[config.mk]
export PLATFORM = sky130hd
export DESIGN_NAME = gate_supervisor
export DESIGN_NICKNAME = d
export VERILOG_FILES = /design/src/rtl/gate_pkg.sv /design/src/rtl/gate_btn_debounce.sv /design/src/rtl/gate_supervisor.sv
export SDC_FILE = /design/constraint.sdc
export NUM_CORES = 1
export LEC_CHECK = 0
export CAP_MARGIN = 20
export CORE_MARGIN = 8
export CORE_UTILIZATION = 45
export DETAILED_ROUTE_END_ITERATION = 8
export PLACE_DENSITY = 0.66
export SLEW_MARGIN = 25
export SYNTH_ARGS = -nofsm -noshare
export SYNTH_HDL_FRONTEND = slang
export SYNTH_HIERARCHICAL = 1
export SYNTH_SLANG_ARGS = --single-unit
[constraint.sdc]
create_clock -name clk_i -period 3.1 [get_ports clk_i]
set_input_delay 0.62 -clock clk_i [delete_from_list [all_inputs] [get_ports clk_i]]
set_output_delay 0.62 -clock clk_i [all_outputs]
set_load 0.03 [all_outputs]
[src/rtl/gate_pkg.sv]
// Shared definitions for the gate supervisor.
// - gate_state_t : FSM state encoding, also exported on state_o for debug.
// - timer_width  : width of the shared saturating timer, sized to hold the
//                  largest cycle parameter.
package gate_pkg;

  typedef enum logic [2:0] {
    STOPPED = 3'd0,
    CLOSED  = 3'd1,
    OPENING = 3'd2,
    OPEN    = 3'd3,
    CLOSING = 3'd4,
    PAUSE   = 3'd5,
    FAULT   = 3'd6
  } gate_state_t;

  function automatic int unsigned timer_width(input int unsigned a,
                                              input int unsigned b,
                                              input int unsigned c,
                                              input int unsigned d);
    int unsigned m;
    m = a;
    if (b > m) m = b;
    if (c > m) m = c;
    if (d > m) m = d;
    return $clog2(m + 1);
  endfunction

endpackage

[src/rtl/gate_btn_debounce.sv]
// Push-button debouncer.
// - clk_i       : clock, rising edge
// - rst_i       : synchronous reset, active-high; leaves the debouncer disarmed
// - btn_i       : raw button, already synchronous to clk_i
// - btn_pulse_o : one-cycle pulse after DEB_CYCLES consecutive high samples
// A held button yields a single pulse; a low sample is needed to re-arm.
module gate_btn_debounce #(
  parameter int unsigned DEB_CYCLES = 4
) (
  input  logic clk_i,
  input  logic rst_i,
  input  logic btn_i,
  output logic btn_pulse_o
);

  localparam int unsigned   CW       = (DEB_CYCLES > 1) ? $clog2(DEB_CYCLES) : 1;
  localparam logic [CW-1:0] CNT_LAST = CW'(DEB_CYCLES - 1);

  logic [CW-1:0] cnt_q, cnt_d;
  logic          armed_q, armed_d;
  logic          pulse_q, pulse_d;

  // cnt_q holds the number of high samples already seen; the sample that
  // finds it at CNT_LAST is the DEB_CYCLES-th one.
  always_comb begin
    cnt_d   = cnt_q;
    armed_d = armed_q;
    pulse_d = 1'b0;
    if (!btn_i) begin
      cnt_d   = '0;
      armed_d = 1'b1;
    end else if (cnt_q == CNT_LAST) begin
      if (armed_q) begin
        pulse_d = 1'b1;
        armed_d = 1'b0;
      end
    end else begin
      cnt_d = cnt_q + 1'b1;
    end
  end

  always_ff @(posedge clk_i) begin
    if (rst_i) begin
      cnt_q   <= '0;
      armed_q <= 1'b0;
      pulse_q <= 1'b0;
    end else begin
      cnt_q   <= cnt_d;
      armed_q <= armed_d;
      pulse_q <= pulse_d;
    end
  end

  assign btn_pulse_o = pulse_q;

endmodule

[src/rtl/gate_supervisor.sv]
// Gate motor supervisory FSM.
// - clk_i, rst_i : clock and synchronous active-high reset
// - btn_i        : push button (debounced internally)
// - fca_i/fcc_i  : fully-open / fully-closed limit switches
// - obst_i       : photocell, 1 = beam blocked
// - auto_en_i    : enables auto-close from OPEN
// - abrir_o      : open command (OPENING only)
// - fechar_o     : close command (CLOSING only)
// - fault_o      : sticky fault flag (FAULT only)
// - state_o      : state register, for debug
// Motor reversals go through PAUSE for a motor-off dead time; the
// reversal target is kept in to_open_q.
import gate_pkg::*;

module gate_supervisor #(
  parameter int unsigned DEB_CYCLES        = 4,
  parameter int unsigned AUTO_CLOSE_CYCLES = 100,
  parameter int unsigned TRAVEL_MAX_CYCLES = 200,
  parameter int unsigned REV_PAUSE_CYCLES  = 2
) (
  input  logic       clk_i,
  input  logic       rst_i,
  input  logic       btn_i,
  input  logic       fca_i,
  input  logic       fcc_i,
  input  logic       obst_i,
  input  logic       auto_en_i,
  output logic       abrir_o,
  output logic       fechar_o,
  output logic       fault_o,
  output logic [2:0] state_o
);

  localparam int unsigned TW = timer_width(DEB_CYCLES, AUTO_CLOSE_CYCLES,
                                           TRAVEL_MAX_CYCLES, REV_PAUSE_CYCLES);
  localparam logic [TW-1:0] AUTO_LAST   = TW'(AUTO_CLOSE_CYCLES - 1);
  localparam logic [TW-1:0] TRAVEL_LAST = TW'(TRAVEL_MAX_CYCLES - 1);
  localparam logic [TW-1:0] PAUSE_LAST  = TW'(REV_PAUSE_CYCLES - 1);

  gate_state_t   state_q, state_d;
  logic          to_open_q, to_open_d;
  logic [TW-1:0] timer_q, timer_d;
  logic          btn_pulse;

  gate_btn_debounce #(
    .DEB_CYCLES(DEB_CYCLES)
  ) u_btn_debounce (
    .clk_i      (clk_i),
    .rst_i      (rst_i),
    .btn_i      (btn_i),
    .btn_pulse_o(btn_pulse)
  );

  always_comb begin
    state_d   = state_q;
    to_open_d = to_open_q;
    if (state_q != FAULT && fca_i && fcc_i) begin
      state_d = FAULT;
    end else begin
      case (state_q)
        STOPPED: begin
          if (fcc_i)          state_d = CLOSED;
          else if (fca_i)     state_d = OPEN;
          else if (btn_pulse) state_d = OPENING;
        end
        CLOSED: begin
          if (btn_pulse) state_d = OPENING;
        end
        OPENING: begin
          if (fca_i)                      state_d = OPEN;
          else if (timer_q == TRAVEL_LAST) state_d = FAULT;
          else if (btn_pulse) begin
            state_d   = PAUSE;
            to_open_d = 1'b0;
          end
        end
        OPEN: begin
          if (btn_pulse) state_d = CLOSING;
          else if (auto_en_i && !obst_i && timer_q == AUTO_LAST) state_d = CLOSING;
        end
        CLOSING: begin
          if (fcc_i) state_d = CLOSED;
          else if (obst_i || btn_pulse) begin
            state_d   = PAUSE;
            to_open_d = 1'b1;
          end else if (timer_q == TRAVEL_LAST) state_d = FAULT;
        end
        PAUSE: begin
          if (timer_q == PAUSE_LAST) state_d = to_open_q ? OPENING : CLOSING;
        end
        FAULT:   state_d = FAULT;
        default: state_d = STOPPED;
      endcase
    end

    // Shared timer: restarts on any state change and while the beam is
    // blocked in OPEN; saturates so a long idle never wraps into a match.
    if (state_d != state_q || (state_q == OPEN && obst_i)) timer_d = '0;
    else if (timer_q != '1)                                timer_d = timer_q + 1'b1;
    else                                                   timer_d = timer_q;
  end

  always_ff @(posedge clk_i) begin
    if (rst_i) begin
      state_q   <= STOPPED;
      to_open_q <= 1'b0;
      timer_q   <= '0;
    end else begin
      state_q   <= state_d;
      to_open_q <= to_open_d;
      timer_q   <= timer_d;
    end
  end

  assign abrir_o  = (state_q == OPENING);
  assign fechar_o = (state_q == CLOSING);
  assign fault_o  = (state_q == FAULT);
  assign state_o  = state_q;

endmodule

Yosys cells after proc, flatten, opt, wreduce, memory -nomap -nowiden
Cells that the tools add are included.
{ "classes": {"n_lt_le_gt_ge": 0, "n_mul": 0, "n_eq_ne": 19, "add_sub_neg": 2, "reduce_logical": 14, "mux": 24, "bitwise": 3, "shifts": 0, "div": 0} }
{ "ops": {"columns": ["cell", "n"], "rows": [
  ["$mux W3", 14],
  ["$pmux W3 S7", 1],
  ["$eq A3 B3 Y1 const B", 3],
  ["$add A8 B1 Y8 const B", 1],
  ["$eq A8 B1 Y1 const B", 1],
  ["$eq A8 B7 Y1 const B", 1],
  ["$eq A8 B8 Y1 const B", 1],
  ["$mux W1", 8],
  ["$ne A8 B8 Y1 const B", 1],
  ["$reduce_and A7 Y1", 1],
  ["$eq A3 B2 Y1 const B", 2],
  ["$ne A2 B1 Y1 const B", 3],
  ["$ne A2 B2 Y1 const B", 3],
  ["$logic_and A1 B1 Y1", 5],
  ["$reduce_or A2 Y1", 2],
  ["$eq A3 B1 Y1 const B", 1],
  ["$logic_not A3 Y1", 1],
  ["$ne A3 B3 Y1", 1],
  ["$ne A3 B3 Y1 const B", 1],
  ["$not A1 Y1", 3],
  ["$reduce_or A3 Y1", 1],
  ["$add A2 B1 Y2 const B", 1],
  ["$eq A2 B2 Y1 const B", 1],
  ["$logic_or A1 B1 Y1", 2],
  ["other kinds (3)", 3]
]} }
{ "word_totals": {"mem_count": 0, "register_bits": 16, "ram_bits": 0, "latch_bits": 0, "wordCells": 68, "out_inout_bits": 6, "inputBits": 7, "romBits": 0} }

Longest topological paths before layout
Gate-level depths: netlist of run 1.
{ "logic_depth": {"word_depth": 10, "depth_mapped": 8} }

Hierarchy
The synthesis of run 1 kept the hierarchy.
{ "modules_own_cells": {"columns": ["mod", "area_per_inst_um2", "cells_per_inst", "n_inst"], "rows": [
  ["gate_supervisor", 964.7, 121, 1],
  ["gate_btn_debounce", 143.9, 14, 1]
]} }

Worst setup path before layout of run 1
OpenSTA, ideal clock, no wires.
{ "synth_path": {"path_type": "register to output", "startpoint": "register state_q[1] (netlist: state_o[1])", "endpoint": "output port fault_o", "arrival_time_ns": 1.545, "stages_incl_launch_ff": 5, "setup_slack_ns": 0.935, "n_path_buf": 2, "path_cell_list": "dfxtp_1 > buf_2 > clkbuf_1 > nand2_1 > nor2_1"} }
{ "synth_via": {"elab_chain_len": 1} }
{ "synth_rtl": {"columns": ["item", "line", "rtl"], "rows": [
  ["start: declaration", "gate_supervisor.sv:40", "gate_state_t state_q, state_d;"],
  ["start signal: assignment", "gate_supervisor.sv:109", "state_q <= state_d;"],
  ["$eq A3 B3 Y1", "gate_supervisor.sv:117", "assign fault_o = (state_q == FAULT);"],
  ["end: declaration", "gate_supervisor.sv:30", "output logic fault_o,"]
]} }
Every way passes these cells.

Final worst setup path of run 1
{ "layout_path": {"startpoint": "register state_q[2] (netlist: state_o[2])", "endpoint": "output port abrir_o"} }
{ "layout_via": {"elab_chain_len": 1} }
{ "layout_rtl": {"columns": ["item", "line", "rtl"], "rows": [
  ["$eq A3 B2 Y1", "gate_supervisor.sv:115", "assign abrir_o = (state_q == OPENING);"],
  ["end: declaration", "gate_supervisor.sv:28", "output logic abrir_o,"]
]} }
Every way passes these cells.

==> impl_results.md, run 1 <==
- Gate count of the mapped netlist: 135
- Die Span Y: 65.64 um
- Drt drc: 0
- Power, Total: 0.4970 mW
- Most used flip-flop cell after synthesis: dfxtp_1
- Drt total wl: 2423 um
- Synth Cell Area: 1109 um^2
- Starting Density: 46.00%
- CTS tree: built
- Tcrit/Tclk final: 83.67%
- Drt wl/cell: 13.85 um
- Vias: 1026
- Post-DP HPWL: 1855 um
- Syn nets: 145
- Sequential share of the synthesized area: 28.89%
- Worst Tran Pin Value: 593.7 ps
- Global-route usage over all layers: 12.00%
- Post-route ant nets: 0
- Worst path max stage delay: 670 ps
- First-pass GRT wire length: 4257 um
- CTS sink cnt: 16
- Diode count: 0
- Critical Path Source: state_o[2]$_SDFF_PP0_
- Final Max Slew Viols: 0
- Cell Chain, Critical Path: or3b_1 -> inv_1 -> clkdlybuf4s50_1
- IO Count: 13
- Fmax: 0.3855 GHz
- Slowest-stage cell, CP: clkdlybuf4s50_1
- Worst vdd ir: 0.0003276 V
- # resized after CTS: 0
- Unique masters post-synth: 44
- Vias in the first global route: 945
- Total grt overflow: 0
- Die W: 65.64 um
- Clock-pin transition on the worst setup and hold timing paths: 100 ps
- PwrDens: 392.9 nW/um^2
- Root Driver: clkbuf_4
- Final nets: 156
- Max FO, Critical Path: 15
- Critical R2R Launch: timer_q[0]$_SDFFE_PP0P_
- Hold path startpoint: u_btn_debounce/armed_q$_SDFFE_PP0P_
- Lkg Pwr: 0.4205 nW
- Slew HR: 59.92%
- Via-to-Cell Ratio: 5.863
- CP Class: reg2out
- Post-CTS setup buffer count: 0
- Gpl congestion: 0.9036
- HP Class: reg2reg
- Status: complete, no violations
- Flop and latch count out of synthesis: 16
- # H-tree levels: 1
- Worst-Skew Late Latency: 290 ps
- Clock buffer depth: 2
- Mapped Avg Cell Area: 8.212 um^2
- Unrepaired setup endpoints after global routing: no
- Setup-failing EPs final: 0
- Input/output buffers: 12
- Final hold vios: 0
- Largest net degree at the start of global routing: 16
- Core area: 2410 um^2
- Async SR Flop Fraction: 0%
- DR iter-0 viols: 44
- Critical Path End Type: primary output
- Hold_buf cts: 0
- Critical Path RT: 2480 ps
- Final min period: 2594 ps
- Post-synth EDFFs: 0
- TritonCTS Buffers: 3
- Critical Path Source Type: flip-flop
- Worst Skew: 0.4511 ps
- MaxCap Viol Count: 0
- Fraction of layout cells with a size suffix above 1: 10.34%
- Pre-antenna DRT Iters: 4
- TNS Setup: 0 ps
- Antenna violations before repair: 0
- Row cnt: 18
- Critical path data arrival time: 1970 ps
- Synth warn: 6
- Syn-to-layout area delta: 14.11%
- Die area: 4308 um^2
## layout make-up
cell class,count,area [um^2]
timing repair buffer,13,127.6
multi-input combinational,107,724.4
tap,30,37.54
clock buffer,4,36.28
fill,225,1145
inverter,5,18.77
sequential,16,320.3
## per-stage QoR
stage / worst slack (ps) / hold WS (ps) / instances / utilization, % / cell area [um^2]
after floorplan: 935.3 / 419.5 / 135 / - / 1109
after global placement: 538.8 / 432.5 / 171 / 50.99 / 1229
after detailed placement: 497.9 / 438.3 / 171 / 50.99 / 1229
after CTS: 512.1 / 450.7 / 175 / 52.49 / 1265
after global routing: 411.6 / 467.3 / 175 / 52.49 / 1265
final: 506.3 / 445.2 / 175 / 52.49 / 1265
## cell usage in the layout, fill, tap and decap left out, types with 2 or more instances in the layout
master and n:
mux2i_1 2, and2_1 2, ha_1 3, nor3_1 7
clkdlybuf4s50_1 12, nor2_1 21, nor4b_1 2, dfxtp_1 16
nand2_1 12, o21ai_0 2, nand3_1 5, a31oi_1 4
a21oi_1 7, xor2_1 2, nand4_1 4, clkbuf_4 3
a211oi_1 2, a211oi_2 2, xnor2_1 2, inv_1 5
nand2b_1 4, and3_1 3
## metal layers
| layer | GRT usage (%) | wire length, um | vias up |
|---|---|---|---|
| li1 | - | - | 517 |
| met1 | 15.42 | 1108 | 485 |
| met2 | 19.85 | 1156 | 19 |
| met3 | 2.211 | 134 | 5 |
| met4 | 3.270 | 24 | 0 |
| met5 | 0 | 0 | - |
## cells in the mapped netlist (3+ instances only)
cell type,n,area [um^2]
dfxtp_1,16,320.3
nand4_1,4,25.02
nand2b_1,4,25.02
nor2_1,21,78.83
nor3_1,7,35.03
nand3_1,5,25.02
a31oi_1,4,25.02
nand2_1,12,45.04
ha_1,3,37.54
inv_1,5,18.77
a21oi_1,7,35.03
buf_2,3,15.01
and3_1,3,18.77
## worst max-delay path, delay by kind of cell (launching register included)
family	cells	cell delay, ps
buffers and inverters	2	750
DFF	1	470
and+or+nand+nor	1	470
## where the power goes
part	switching [mW]	internal, mW
Clock	0.0686	0.0715
Sequential	0.0142	0.215
Combinational	0.0708	0.0571
## path summary, 6_finish.rpt
check	endpoint	slack [ps]	depth (start not counted)
worst max register to register	timer_q[5]$_SDFFE_PP0P_	960	7
worst min-delay path	u_btn_debounce/btn_pulse_o$_SDFF_PP0_	450	2
worst min register to register	u_btn_debounce/btn_pulse_o$_SDFF_PP0_	450	2
worst max-delay path	abrir_o	510	3
## state kept, by name, summed over array words and instances (netlist names)
signal / cells
state_o: 3
timer_q: 8
to_open_q: 1
u_btn_debounce/armed_q: 1
u_btn_debounce/btn_pulse_o: 1
u_btn_debounce/cnt_q: 2
## cell families (layout without fill, tap and decap cells)
family	count (synthesis)	in the layout	share of synthesized area (%)
AND/OR/NAND/NOR	69	69	34.88
AO/OA/AOI/OAI	29	29	22.12
flip-flops	16	16	28.89
buffers and inverters	12	22	5.756
XOR/XNOR	4	4	3.161
adder cells (fa/ha/maj)	3	3	3.386
multiplexers	2	2	1.806
(Power assumes the default switching activity.)
==> run 2, diff against run 1 <==
==> constraint.sdc (replaced) <==
create_clock -name clk_i -period 2.6 [get_ports clk_i]
set_input_delay 0.52 -clock clk_i [delete_from_list [all_inputs] [get_ports clk_i]]
set_output_delay 0.52 -clock clk_i [all_outputs]
set_load 0.03 [all_outputs]
==> run 2 against run 1 <==
Effect of this change: largest cell class unchanged; cell count grew 2.3%; die area unchanged; combinational power increased by 27%.
==> impl_results.md, run 2 (synthesis results as in run 1) <==
- FF/Latch Area: 320.3 um^2
- Final min period: 2440 ps
- Post-DP HPWL: 2024 um
- Drt total wl: 2634 um
- Largest register FFs: 8
- DR iter-0 viols: 91
- Input/output buffers: 12
- Pre-antenna DRT Iters: 4
- Fill cells: 233
- Clock-pin transition on the worst setup and hold timing paths: 100 ps
- Min Hold Slack: 444.9 ps
- Max FO, Critical Path: 11
- Hold_buf cts: 0
- Post-route ant nets: 0
- Worst Skew: 8.415 ps
- CTS tree: built
- Starting Density: 46.00%
- CTS sink cnt: 16
- Die Span Y: 65.64 um
- Worst-Skew Late Latency: 290 ps
- Antenna violations before repair: 0
- PwrDens: 460.9 nW/um^2
- Total grt overflow: 0
- Row cnt: 18
- Final Max Slew Viols: 0
- Fmax: 0.4099 GHz
- Setup-failing EPs final: 0
- IO Count: 13
- Die area: 4308 um^2
- Most frequent cells in the layout: 21 x nor2_1, 16 x dfxtp_1, 12 x nand2_1, 12 x clkdlybuf4s50_1
- Gpl congestion: 0.8207
- Worst vdd ir: 0.0003285 V
- Clock buffer depth: 2
- Post-CTS setup buffer count: 0
- Global-route usage over all layers: 13.38%
- Placed Instances: 175
- Slew HR: 63.33%
- Vias: 1014
- TritonCTS Buffers: 3
- CP Class: reg2out
- Drt drc: 0
- TNS Setup: 0 ps
- Via-to-Cell Ratio: 5.665
- Critical Path Source Type: flip-flop
- Diode count: 0
- Critical Path RT: 2080 ps
- Fraction of layout cells with a size suffix above 1: 12.75%
- First-pass GRT wire length: 4692 um
- Fin cells: 179
- Area of the multi-input gates: 724.4 um^2
- Critical Path End Type: primary output
- Syn-to-layout area delta: 16.82%
- Core area: 2410 um^2
- Unrepaired setup endpoints after global routing: no
- Drt wl/cell: 14.72 um
- Final hold vios: 0
- HP Class: reg2reg
- Final nets: 160
- Vias in the first global route: 1040
- Lkg Pwr: 0.4414 nW
- Worst Tran Pin Value: 543.2 ps
- Die W: 65.64 um
- Status: complete, no violations
- # resized after CTS: 0
- Root Driver: clkbuf_4
- Largest net degree at the start of global routing: 17
- Leading cell type in the layout, fill and taps excluded: nor2_1
- Critical path data arrival time: 1920 ps
- Tcrit/Tclk final: 93.84%
- Biggest register: timer_q
- # H-tree levels: 1
- MaxCap Viol Count: 0
## run 2: changes by cell type in the layout (fill, tap and decap cells not counted)
cell,delta
buf_4,+4
## run 2: path summary, 6_finish.rpt
kind	slack [ps]	from	to	cells past startpoint
worst max-delay path	160	state_o[0]$_SDFF_PP0_	abrir_o	3
worst min-delay path	440	u_btn_debounce/armed_q$_SDFFE_PP0P_	u_btn_debounce/btn_pulse_o$_SDFF_PP0_	2
worst max register to register	490	timer_q[0]$_SDFFE_PP0P_	timer_q[1]$_SDFFE_PP0P_	7
worst min register to register	440	u_btn_debounce/armed_q$_SDFFE_PP0P_	u_btn_debounce/btn_pulse_o$_SDFF_PP0_	2
## run 2: metal layers
metal	up-vias	global-route usage (%)	share of wire, %
li1	522	-	-
met1	463	16.06	46
met2	22	21.80	47
met3	7	3.231	4.9
met4	0	6.267	2.2
met5	-	0	0
## run 2: worst max-delay path, cell delays in order (launching register included)
cell             delay, ps
dfxtp_1                420
or3b_1                 470
inv_1                   80
clkdlybuf4s50_1        660
## run 2: where the power goes
| part | internal, mW | switching, mW |
|---|---|---|
| registers | 0.256 | 0.0121 |
| logic | 0.0722 | 0.0911 |
| clock network | 0.0854 | 0.0800 |
| total | 0.414 | 0.183 |
## run 2: metrics by stage
step | instance area (um^2) | total power, mW | setup WS (ps) | util (%)
2_1_floorplan | 1109 | 0.3810 | 535.3 | -
3_3_place_gp | 1259 | 0.4359 | 135.8 | 52.23
3_5_place_dp | 1259 | 0.4371 | 72.38 | 52.23
4_1_cts | 1295 | 0.6003 | 162.2 | 53.74
5_1_grt | 1295 | 0.6270 | 59.26 | 53.74
6_report | 1295 | 0.5968 | 160.2 | 53.74
## run 2: layout make-up
type                    instances  area share (%)
inverters                       5           1.449
flip-flops and latches         16           24.73
well taps                      30           2.899
multi-input cells             107           55.94
repair buffers                 17           12.17
clock buffers                   4           2.802
